**src/rtl/uart_tx_fifo_drain.sv**
```systemverilog
// ----------------------------------------------------------------------------
// uart_tx_fifo_drain
//
// UART transmitter that drains the upstream FIFO one word at a time. Each
// popped word is sent as a frame: start bit, DSIZE data bits LSB first, an
// optional parity bit, then STOP_BITS stop bits. The TX line idles high.
//
// Parameters:
//   DSIZE        data bits per frame (matches the FIFO data width, >= 2)
//   CLKS_PER_BIT clk cycles per UART bit (>= 2)
//   STOP_BITS    number of stop bits (1 or 2)
//   PARITY       0 = none, 1 = even, 2 = odd
//   CNT_W        width of the frames_sent counter
//
// Ports:
//   clk          system clock
//   rst_n        asynchronous active-low reset
//   enable       permits starting new frames; a frame in flight always completes
//   fifo_rempty  FIFO empty flag
//   fifo_rdata   FIFO head word, valid while fifo_rempty = 0
//   fifo_ren     FIFO pop strobe (combinational)
//   tx           serial output (registered, idle high)
//   busy         high from the capture edge until the FSM is back in IDLE
//   tx_done      one-cycle pulse at the end of each frame
//   frames_sent  count of completed frames, wraps
// ----------------------------------------------------------------------------
module uart_tx_fifo_drain #(
    parameter int DSIZE        = 8,
    parameter int CLKS_PER_BIT = 434,
    parameter int STOP_BITS    = 1,
    parameter int PARITY       = 0,
    parameter int CNT_W        = 16
) (
    input  logic             clk,
    input  logic             rst_n,
    input  logic             enable,
    input  logic             fifo_rempty,
    input  logic [DSIZE-1:0] fifo_rdata,
    output logic             fifo_ren,
    output logic             tx,
    output logic             busy,
    output logic             tx_done,
    output logic [CNT_W-1:0] frames_sent
);

    localparam int BAUD_W = (CLKS_PER_BIT > 1) ? $clog2(CLKS_PER_BIT) : 1;
    localparam int BIDX_W = (DSIZE > 1) ? $clog2(DSIZE) : 1;

    localparam logic [BAUD_W-1:0] BAUD_LAST = BAUD_W'(CLKS_PER_BIT - 1);
    localparam logic [BIDX_W-1:0] BIDX_LAST = BIDX_W'(DSIZE - 1);
    localparam logic              STOP_LAST = 1'(STOP_BITS - 1);
    localparam logic              PAR_INV   = (PARITY == 2);
    localparam logic              PAR_EN    = (PARITY != 0);

    typedef enum logic [2:0] {
        IDLE   = 3'd0,
        START  = 3'd1,
        DATA   = 3'd2,
        PARITY_S = 3'd3,
        STOP   = 3'd4
    } state_t;

    state_t             state_q;
    logic [BAUD_W-1:0]  baud_q;
    logic [BAUD_W-1:0]  baud_d;
    logic [BIDX_W-1:0]  bit_idx_q;
    logic               stop_idx_q;
    logic [DSIZE-1:0]   shift_q;
    logic [DSIZE-1:0]   shift_d;
    logic               parity_q;
    logic               tx_q;
    logic               busy_q;
    logic               tx_done_q;
    logic [CNT_W-1:0]   frames_q;
    logic               bit_end;

    // Pop only from IDLE, so the FIFO is never read mid-frame or when empty.
    assign fifo_ren = (state_q == IDLE) && enable && !fifo_rempty;

    assign bit_end = (baud_q == BAUD_LAST);
    assign baud_d  = bit_end ? '0 : baud_q + BAUD_W'(1);
    assign shift_d = shift_q >> 1;

    always_ff @(posedge clk or negedge rst_n) begin
        if (!rst_n) begin
            state_q    <= IDLE;
            baud_q     <= '0;
            bit_idx_q  <= '0;
            stop_idx_q <= 1'b0;
            shift_q    <= '0;
            parity_q   <= 1'b0;
            tx_q       <= 1'b1;
            busy_q     <= 1'b0;
            tx_done_q  <= 1'b0;
            frames_q   <= '0;
        end else begin
            tx_done_q <= 1'b0;
            case (state_q)
                IDLE: begin
                    tx_q <= 1'b1;
                    if (fifo_ren) begin
                        // Capture edge: latch the word and its parity; the
                        // start bit appears on the line from the next cycle.
                        state_q    <= START;
                        shift_q    <= fifo_rdata;
                        parity_q   <= (^fifo_rdata) ^ PAR_INV;
                        baud_q     <= '0;
                        bit_idx_q  <= '0;
                        stop_idx_q <= 1'b0;
                        busy_q     <= 1'b1;
                        tx_q       <= 1'b0;
                    end
                end

                START: begin
                    baud_q <= baud_d;
                    if (bit_end) begin
                        state_q <= DATA;
                        tx_q    <= shift_q[0];
                    end
                end

                DATA: begin
                    baud_q <= baud_d;
                    if (bit_end) begin
                        shift_q <= shift_d;
                        if (bit_idx_q == BIDX_LAST) begin
                            bit_idx_q <= '0;
                            if (PAR_EN) begin
                                state_q <= PARITY_S;
                                tx_q    <= parity_q;
                            end else begin
                                state_q <= STOP;
                                tx_q    <= 1'b1;
                            end
                        end else begin
                            bit_idx_q <= bit_idx_q + BIDX_W'(1);
                            tx_q      <= shift_d[0];
                        end
                    end
                end

                PARITY_S: begin
                    baud_q <= baud_d;
                    if (bit_end) begin
                        state_q <= STOP;
                        tx_q    <= 1'b1;
                    end
                end

                STOP: begin
                    baud_q <= baud_d;
                    tx_q   <= 1'b1;
                    if (bit_end) begin
                        if (stop_idx_q == STOP_LAST) begin
                            state_q    <= IDLE;
                            stop_idx_q <= 1'b0;
                            busy_q     <= 1'b0;
                            tx_done_q  <= 1'b1;
                            frames_q   <= frames_q + CNT_W'(1);
                        end else begin
                            stop_idx_q <= 1'b1;
                        end
                    end
                end

                default: begin
                    state_q <= IDLE;
                    tx_q    <= 1'b1;
                    busy_q  <= 1'b0;
                end
            endcase
        end
    end

    assign tx          = tx_q;
    assign busy        = busy_q;
    assign tx_done     = tx_done_q;
    assign frames_sent = frames_q;

endmodule
```
**config.mk**
```make
export PLATFORM = sky130hd
export DESIGN_NAME = uart_tx_fifo_drain
export DESIGN_NICKNAME = d
export VERILOG_FILES = /design/src/rtl/uart_tx_fifo_drain.sv
export SDC_FILE = /design/constraint.sdc
export NUM_CORES = 1
export LEC_CHECK = 0
export ABC_AREA = 1
export CAP_MARGIN = 25
export CORE_MARGIN = 4
export CORE_UTILIZATION = 59
export DETAILED_ROUTE_END_ITERATION = 12
export PLACE_DENSITY = 0.95
export SLEW_MARGIN = 10
export SYNTH_ARGS = -nofsm -noshare
export SYNTH_HDL_FRONTEND = slang
export SYNTH_SLANG_ARGS = --single-unit
```
**constraint.sdc**
```tcl
create_clock -name clk -period 3.05 [get_ports clk]
set_input_delay 0.4575 -clock clk [delete_from_list [all_inputs] [get_ports clk]]
set_output_delay 0.4575 -clock clk [all_outputs]
set_load 0.1 [all_outputs]
```
==> results of run 1 <==
==> metrics by stage <==
stage | setup slack, ns | power, mW | hold slack, ns | std cells
floorplan | 1.027 | 1.550 | 0.1619 | 326
global placement | 0.9692 | 1.682 | 0.4588 | 402
detailed placement | 0.8920 | 1.716 | 0.4620 | 402
CTS | 0.9063 | 2.108 | 0.3153 | 410
global route | 0.8353 | 2.266 | 0.002765 | 411
finish | 0.9132 | 2.105 | -0.004604 | 411
==> cell usage in the layout, fill, tap and decap left out, types with 5 or more instances in the layout <==
| master | Yosys | final |
|---|---|---|
| nand2_1 | 126 | 126 |
| xor2_1 | 11 | 11 |
| clkdlybuf4s50_1 | 0 | 10 |
| o21ai_0 | 6 | 6 |
| nand4_1 | 11 | 11 |
| nand3_1 | 24 | 24 |
| buf_4 | 2 | 20 |
| inv_1 | 31 | 31 |
| clkbuf_8 | 0 | 6 |
| dfrtp_1 | 41 | 41 |
| nor2_1 | 29 | 29 |
| ha_1 | 5 | 5 |
==> per-layer routing <==
layer	vias to the layer above	GRT usage, %	wire (µm)
met5	-	0	0
met4	0	6.967	67
met3	8	5.234	278
met2	59	37.07	2559
met1	1028	28.04	2271
li1	1096	-	-
==> cells by family after synthesis <==
group                    synth area share [%]
adder cells (fa/ha/maj)                 2.518
AND/OR/NAND/NOR                         40.28
buffers and inverters                   7.200
AO/OA/AOI/OAI                           3.776
flip-flops                              42.35
XOR/XNOR                                3.877
==> where the power goes <==
part / switching, mW / internal (mW)
clock network: 0.202 / 0.182
logic: 0.621 / 0.263
registers: 0.138 / 0.699
==> area by class of cell <==
type / count / area, µm²
multi-input cells: 245 / 1254
fillers: 314 / 1160
flip-flops and latches: 42 / 1052
repair buffers: 32 / 275.3
inverters: 34 / 130.1
clock buffers: 6 / 82.58
well taps: 50 / 62.56
clock inverters: 2 / 12.51
==> worst max path at each step <==
stage	cells past startpoint	endpoint	from
6_report	4	fifo_ren	state_q[2]$_DFFE_PN0P_
5_1_grt	4	fifo_ren	state_q[2]$_DFFE_PN0P_
4_1_cts	4	fifo_ren	state_q[2]$_DFFE_PN0P_
3_5_place_dp	7	shift_q[5]$_DFFE_PN0P_	enable
3_3_place_gp	7	shift_q[3]$_DFFE_PN0P_	enable
2_1_floorplan	7	frames_sent[8]$_DFFE_PN0P_	frames_sent[1]$_DFFE_PN0P_
==> flip-flops by register name, summed over array words and instances, names as in the netlist <==
signal / count
frames_sent: 16
baud_q: 9
shift_q: 8
bit_idx_q: 3
state_q: 3
busy: 1
tx: 1
tx_done: 1
==> critical path, stage by stage (launching register included) <==
cell     delay [ns]
dfrtp_1        0.47
nor2_4         0.19
nand2_1        0.10
nor3_4         0.26
buf_4          0.35
==> impl_metrics.env, run 1 <==
export IMPL_status="finished with violations"
export IMPL_violations="negative hold slack"
export IMPL_routed_wl_um=5176
export IMPL_coreArea_um2=4029
export IMPL_skew_ns=0.009643
export IMPL_cp_max_fo=5
export IMPL_synth_area_um2=2485
export IMPL_synth_cell_type_count=30
export IMPL_fmax_mhz=468.0
export IMPL_ctsHoldBuffers=0
export IMPL_vias_per_cell=5.331
export IMPL_slew_viol_final=0
export IMPL_synth_area_leader_cell="dfrtp_1"
export IMPL_grt_overflow=0
export IMPL_syn_nets=343
export IMPL_rows=23
export IMPL_max_cap_viol_count=0
export IMPL_async_flop_share_pct=100.0
export IMPL_htreeDepth=2
export IMPL_cts_resized=0
export IMPL_r2r_end="shift_q[4]$_DFFE_PN0P_"
export IMPL_min_path_type="primary input to asynchronous set/reset pin"
export IMPL_clkTransAtPathRegs_ns=0.08
export IMPL_track_usage_pct=22.05
export IMPL_cts_tree="yes"
export IMPL_crit_type="register to output port"
export IMPL_place_area_um2=2754
export IMPL_arrival_ns=1.68
export IMPL_cts_setup_buffers=0
export IMPL_routabilityCongestion=0.9225
export IMPL_final_period_utilization_pct=70.06
export IMPL_setup_violations=0
export IMPL_cts_made_buffers=5
export IMPL_numClockSinks=42
export IMPL_num_vias=2191
export IMPL_cp_end_kind="output port"
export IMPL_clk_latency_ns=0.30
export IMPL_cts_buffer_depth=2
export IMPL_die_area_um2=5314
export IMPL_drive_gt1_share_pct=15.79
export IMPL_yosysSeqAreaShare_pct=42.35
export IMPL_r2r_slack_ns=1.40
export IMPL_min_period_ns=2.137
export IMPL_fin_area_um2=2869
export IMPL_fp_dieH_um=72.90
export IMPL_reg2regPathDepth=9
export IMPL_hold_ws_ns=-0.004604
export IMPL_root_buffer="clkbuf_8"
export IMPL_nets=377
export IMPL_synth_common_cells="nand2_1, dfrtp_1, inv_1, nor2_1, nand3_1"
export IMPL_max_slew_margin_pct=72.41
export IMPL_antenna_found_initial=0
export IMPL_critPathLaunchType="register"
export IMPL_area_growth_pct=15.46
export IMPL_finalSetupTns_ns=0
export IMPL_ir_drop_v=0.0005871
export IMPL_grt_max_degree=43
export IMPL_drc=0
export IMPL_yosysWarningCount=0
export IMPL_grt_pass1_wl_um=9294
export IMPL_wire_per_inst_um=12.59
export IMPL_worst_pin_slew_ns=0.4128
export IMPL_synthFlopType="dfrtp_1"
export IMPL_yosysTopAreaCellShare_pct=41.29
export IMPL_synth_seq_cells=42
export IMPL_drt_pass1_iter_count=4
export IMPL_fin_util_pct=71.21
export IMPL_synthMostInstantiatedCell="nand2_1"
export IMPL_start_util_pct=61.68
export IMPL_dp_hpwl_um=3823
export IMPL_synthCells=326
export IMPL_rsz0062_at_grt="false"
export IMPL_drtIter0Drc=146
export IMPL_p_leak_nw=1.462
export IMPL_diodes=0
export IMPL_power_density_nw_per_um2=733.8
export IMPL_syn_avg_cell_area_um2=7.622
export IMPL_ios=32
export IMPL_reg2reg_from="baud_q[1]$_DFFE_PN0P_"
export IMPL_port_buffers=31
export IMPL_hold_viol_final=3
export IMPL_grt_pass1_vias=2136
export IMPL_die_width_um=72.90
export IMPL_worstPathRequired_ns=2.59
export IMPL_ant_nets=0
export IMPL_synth_area_leaders="dfrtp_1, nand2_1, nand3_1"
export IMPL_synth_edf_count=0
Note: power is estimated with default switching activity, not from simulation.
==> run 2: changes to the inputs <==
Settings changed: CORE_UTILIZATION 59 to 55, PLACE_DENSITY 0.95 to 0.91.
Clock period 3.05 ns to 2 ns, I/O delays scaled along.
==> impl_metrics.env, run 2 (synthesis results as in run 1) <==
export IMPL_layout_commonest_cell="nand2_1"
export IMPL_cts_made_buffers=5
export IMPL_clkTransAtPathRegs_ns=0.10
export IMPL_coreArea_um2=4354
export IMPL_clk_latency_ns=0.31
export IMPL_die_area_um2=5657
export IMPL_cp_max_fo=5
export IMPL_fp_dieH_um=75.22
export IMPL_max_stage_delay_ns=0.48
export IMPL_numClockSinks=42
export IMPL_power_density_nw_per_um2=1149
export IMPL_rows=24
export IMPL_cp_end_kind="output port"
export IMPL_ir_drop_v=0.0009365
export IMPL_drt_pass1_iter_count=5
export IMPL_slew_viol_final=0
export IMPL_max_slew_margin_pct=74.84
export IMPL_dp_hpwl_um=3832
export IMPL_path_cells="nor2_4, nand2_1, nor3_4, buf_12"
export IMPL_place_area_um2=2800
export IMPL_drtIter0Drc=119
export IMPL_routed_wl_um=5285
export IMPL_ant_nets=0
export IMPL_port_buffers=31
export IMPL_final_period_utilization_pct=93.60
export IMPL_grt_pass1_wl_um=8804
export IMPL_worst_pin_slew_ns=0.3765
export IMPL_p_leak_nw=1.491
export IMPL_grt_max_degree=16
export IMPL_fillers=346
export IMPL_wire_per_inst_um=12.61
export IMPL_drc=0
export IMPL_mostFrequentLayoutCells="nand2_1, dfrtp_1, inv_1, nor2_1, buf_4"
export IMPL_root_buffer="clkbuf_8"
export IMPL_hold_ws_ns=0.4039
export IMPL_fin_area_um2=2939
export IMPL_arrival_ns=1.57
export IMPL_routabilityCongestion=0.8641
export IMPL_min_path_type="primary input to asynchronous set/reset pin"
export IMPL_skew_ns=0.01699
export IMPL_vias_per_cell=5.270
export IMPL_antenna_found_initial=0
export IMPL_cts_resized=0
export IMPL_grt_overflow=0
export IMPL_track_usage_pct=20.34
export IMPL_reg2reg_from="baud_q[1]$_DFFE_PN0P_"
export IMPL_pre_cts_ws_ns=0.2795
export IMPL_max_cap_viol_count=0
export IMPL_ios=32
export IMPL_fmax_mhz=534.2
export IMPL_worstPathRequired_ns=1.70
export IMPL_largest_reg_flops=16
export IMPL_cts_tree="yes"
export IMPL_nets=383
export IMPL_rsz0062_at_grt="false"
export IMPL_htreeDepth=2
export IMPL_critPathLaunch="state_q[2]$_DFFE_PN0P_"
export IMPL_area_growth_pct=18.28
export IMPL_min_period_ns=1.872
export IMPL_diodes=0
export IMPL_critPathLaunchType="register"
export IMPL_hold_viol_final=0
export IMPL_crit_type="register to output port"
export IMPL_start_util_pct=57.07
export IMPL_drive_gt1_share_pct=17.17
export IMPL_finalSetupTns_ns=0
export IMPL_grt_pass1_vias=2076
export IMPL_die_width_um=75.22
export IMPL_layout_setup_ws_ns=0.1280
export IMPL_num_vias=2208
export IMPL_status="completed"
export IMPL_cts_buffer_depth=2
export IMPL_crit_slowest_cell="dfrtp_1"
export IMPL_setup_violations=0
==> run 2: changes by cell type in the layout (fill, tap and decap cells not counted), sizes merged <==
cell	delta
dlygate4sd3	+1
buf	+5
bufinv	+1
clkinv	-1
clkbuf	-1
clkinvlp	+1
==> run 2: area by class of cell <==
cell class	instances	area (µm²)	share of cell area, %
Timing Repair Buffer	38	322.8	10.98
Clock buffer	5	68.82	2.341
Clock inverter	3	45.04	1.533
Tap cell	52	65.06	2.214
Inverter	34	130.1	4.427
Multi-Input combinational cell	245	1254	42.66
Sequential cell	42	1054	35.85
==> run 2: timing repair <==
item | CTS | global route
buffers inserted | 0 | 2
hold buffers | 1 | 0
endpoints found under the hold margin | 13 | 0
endpoints found under the setup margin | 0 | 1
==> run 2: where the power goes <==
group          leakage (nW)  internal (mW)  switching, mW
Sequential            0.560           1.07          0.211
Clock                0.0504          0.372          0.321
Combinational         0.880          0.454          0.952
Total                  1.49           1.89           1.48
==> run 2: path summary, 6_finish.rpt <==
path / to / slack [ns] / cells past startpoint
max: fifo_ren / 0.13 / 4
min: frames_sent[9]$_DFFE_PN0P_ / 0.40 / 2
max reg2reg: frames_sent[14]$_DFFE_PN0P_ / 0.38 / 9
min reg2reg: shift_q[0]$_DFFE_PN0P_ / 0.48 / 2
max in group asynchronous: tx$_DFFE_PN1P_ / 1.02 / 3
min in group clk: shift_q[0]$_DFFE_PN0P_ / 0.48 / 2
==> run 2: stage by stage <==
stage          total power [mW]  util [%]  std cells
2_1_floorplan             2.364         -        326
3_3_place_gp              2.612     64.31        408
3_5_place_dp              2.658     64.31        408
4_1_cts                   3.373     67.16        417
5_1_grt                   3.614     67.50        419
6_report                  3.376     67.50        419
==> run 2: critical path: cells and delay by family (launching register included) <==
family | cells | cell delay (ns)
and+or+nand+nor | 3 | 0.58
DFF | 1 | 0.48
buffers and inverters | 1 | 0.21
==> run 2: metal layers <==
metal	GRT usage [%]	part of all wire (%)
met4	8.544	1.3
met3	5.607	6.8
met1	25.19	44
met2	33.46	48
met5	0	0
==> run 3: changes to the inputs <==
Settings changed: ABC_AREA 1 to default, CORE_UTILIZATION 55 to 53.
==> impl_metrics.env, run 3 <==
export IMPL_status="completed"
export IMPL_num_vias=1663
export IMPL_p_switching_uw=757.1
export IMPL_fillers=271
export IMPL_synthMuxAreaShare_pct=7.988
export IMPL_use_met3_pct=5.682
export IMPL_grt_busiest_layer="met2"
export IMPL_clkTransAtPathRegs_ns=0.08
export IMPL_synth_compound_area_share_pct=10.83
export IMPL_drive_gt1_share_pct=27.92
export IMPL_ir_drop_v=0.0006697
export IMPL_fp_dieH_um=71.17
export IMPL_synth_edf_count=0
export IMPL_synth_seq_cells=42
export IMPL_drt_pass1_iter_count=4
export IMPL_r2r_end="frames_sent[11]$_DFFE_PN0P_"
export IMPL_vias_per_cell=5.774
export IMPL_routabilityCongestion=0.8207
export IMPL_start_util_pct=56.07
export IMPL_fin_util_pct=69.14
export IMPL_routed_wl_um=4273
export IMPL_hold_ws_ns=0.4205
export IMPL_max_cap_viol_count=0
export IMPL_reg2regPathDepth=5
export IMPL_setup_violations=0
export IMPL_synth_top_family_by_area="simple AND/OR/NAND/NOR gates"
export IMPL_pwr_share_clk_pct=24.3
export IMPL_pwr_share_seq_pct=52.0
export IMPL_wire_per_inst_um=14.84
export IMPL_power_density_nw_per_um2=886.8
export IMPL_worst_pin_slew_ns=0.4636
export IMPL_synthFlopType="dfrtp_1"
export IMPL_grt_pass1_wl_um=7403
export IMPL_grt_max_degree=19
export IMPL_largest_reg_flops=16
export IMPL_syn_nets=217
export IMPL_syn_avg_cell_area_um2=10.57
export IMPL_cts_buffer_depth=2
export IMPL_layout_setup_ws_ns=0.07811
export IMPL_fmax_mhz=520.3
export IMPL_antenna_found_initial=0
export IMPL_r2r_slack_ns=0.11
export IMPL_clk_latency_ns=0.30
export IMPL_ios=32
export IMPL_critPathLaunchType="register"
export IMPL_numClockSinks=42
export IMPL_cts_made_buffers=5
export IMPL_synth_area_leader_cell="dfrtp_1"
export IMPL_synth_common_cells="dfrtp_1, nand2_1, xnor2_1, mux2_2, o21ai_0"
export IMPL_synthSimpleGateAreaFrac_pct=18.88
export IMPL_cp_max_fo=10
export IMPL_coreArea_um2=3771
export IMPL_synthMostInstantiatedCell="dfrtp_1"
export IMPL_pre_cts_ws_ns=0.05108
export IMPL_crit_type="register to output port"
export IMPL_diodes=0
export IMPL_cts_tree="yes"
export IMPL_synth_adder_area_share_pct=2.959
export IMPL_max_slew_margin_pct=69.10
export IMPL_ant_nets=0
export IMPL_cp_end_kind="output port"
export IMPL_grt_pass1_vias=1540
export IMPL_worstPathRequired_ns=1.70
export IMPL_p_int_mw=1.555
export IMPL_synth_area_um2=2115
export IMPL_reg2reg_from="baud_q[3]$_DFFE_PN0P_"
export IMPL_min_period_ns=1.922
export IMPL_multi_input_area_um2=1028
export IMPL_synth_area_leaders="dfrtp_1, mux2_2, xnor2_1"
export IMPL_critPathLaunch="state_q[2]$_DFFE_PN0P_"
export IMPL_seqCellArea_um2=1064
export IMPL_area_growth_pct=23.31
export IMPL_final_period_utilization_pct=96.09
export IMPL_rows=22
export IMPL_synthCells=200
export IMPL_slew_viol_final=0
export IMPL_layout_commonest_cell="dfrtp_1"
export IMPL_nets=256
export IMPL_yosysTopAreaCellShare_pct=48.52
export IMPL_grt_overflow=0
export IMPL_port_buffers=31
export IMPL_grt_use_met2_pct=28.27
export IMPL_yosysSeqAreaShare_pct=49.76
export IMPL_dp_hpwl_um=3237
export IMPL_async_flop_share_pct=100.0
export IMPL_arrival_ns=1.62
export IMPL_min_path_type="primary input to asynchronous set/reset pin"
export IMPL_synth_xor_xnor_area_share_pct=7.041
export IMPL_skew_ns=0.008443
export IMPL_drtIter0Drc=83
export IMPL_root_buffer="clkbuf_8"
export IMPL_yosysWarningCount=0
export IMPL_grtUsageMet1_pct=24.82
export IMPL_pwr_share_comb_pct=23.7
export IMPL_swShare_pct=32.74
export IMPL_die_area_um2=5064
export IMPL_p_leak_nw=1.153
export IMPL_endpoint="fifo_ren"
export IMPL_die_width_um=71.17
export IMPL_hold_viol_final=0
export IMPL_mostFrequentLayoutCells="dfrtp_1, buf_4, nand2_1, xnor2_1, mux2_2"
export IMPL_drc=0
export IMPL_htreeDepth=2
export IMPL_synth_cell_type_count=40
export IMPL_rsz0062_at_grt="false"
export IMPL_track_usage_pct=18.29
run 3: logic make-up after synthesis:
| family | after synthesis |
|---|---|
| xor+xnor | 17 |
| fa+ha+maj | 5 |
| mux | 15 |
| simple gates | 69 |
| flops | 42 |
| compound gates | 38 |
| buf+inv | 14 |
run 3: final cells by class:
cell class	instances	share of cell area [%]
multi-input combinational	144	39.44
tap	48	2.303
timing repair buffer	40	12.96
inverter	6	0.8637
clock buffer	6	3.167
clock inverter	2	0.4798
sequential	42	40.79
run 3: worst max-delay path, stage by stage, from the launching register on:
cell and delay [ns]:
dfrtp_1 0.38, buf_4 0.17, or2_2 0.37, nor3_4 0.20
buf_12 0.21
run 3: per-layer routing:
layer  part of all wire, %  up-vias
li1                      -      799
met1                    45      813
met4                   1.6        0
met3                   6.0        8
met5                     0        -
met2                    48       43
run 3: repair_timing:
action | 4_1_cts | 5_1_grt
hold endpoints to repair | 12 | 0
resized for setup | 0 | 1
hold buffers | 1 | 0
endpoints found under the setup margin | 0 | 19
setup buffers | 0 | 1
run 3: how the worst min path moves through the flow:
stage	from	endpoint	slack (ns)
CTS	rst_n	state_q[0]$_DFFE_PN0P_	0.43
detailed placement	rst_n	frames_sent[2]$_DFFE_PN0P_	0.21
finish	rst_n	state_q[0]$_DFFE_PN0P_	0.42
global placement	rst_n	frames_sent[4]$_DFFE_PN0P_	0.22
global route	rst_n	state_q[0]$_DFFE_PN0P_	0.45
floorplan	rst_n	baud_q[0]$_DFFE_PN0P_	0.004
run 3: stage by stage:
step / std cells / total power, mW / cell area, µm² / setup TNS [ns]
floorplan: 200 / 1.595 / 2141 / -0.05081
global route: 288 / 2.483 / 2608 / 0
global placement: 278 / 1.730 / 2490 / 0
detailed placement: 278 / 1.762 / 2490 / 0
CTS: 287 / 2.326 / 2595 / 0
finish: 288 / 2.312 / 2608 / 0
run 3: power by group through the flow:
stage,Combinational (mW),Clock [mW],Sequential [mW]
after floorplan,0.382,0,1.21
after global placement,0.532,0,1.20
after detailed placement,0.546,0,1.22
after CTS,0.552,0.574,1.20
after global routing,0.620,0.622,1.24
final,0.548,0.563,1.20
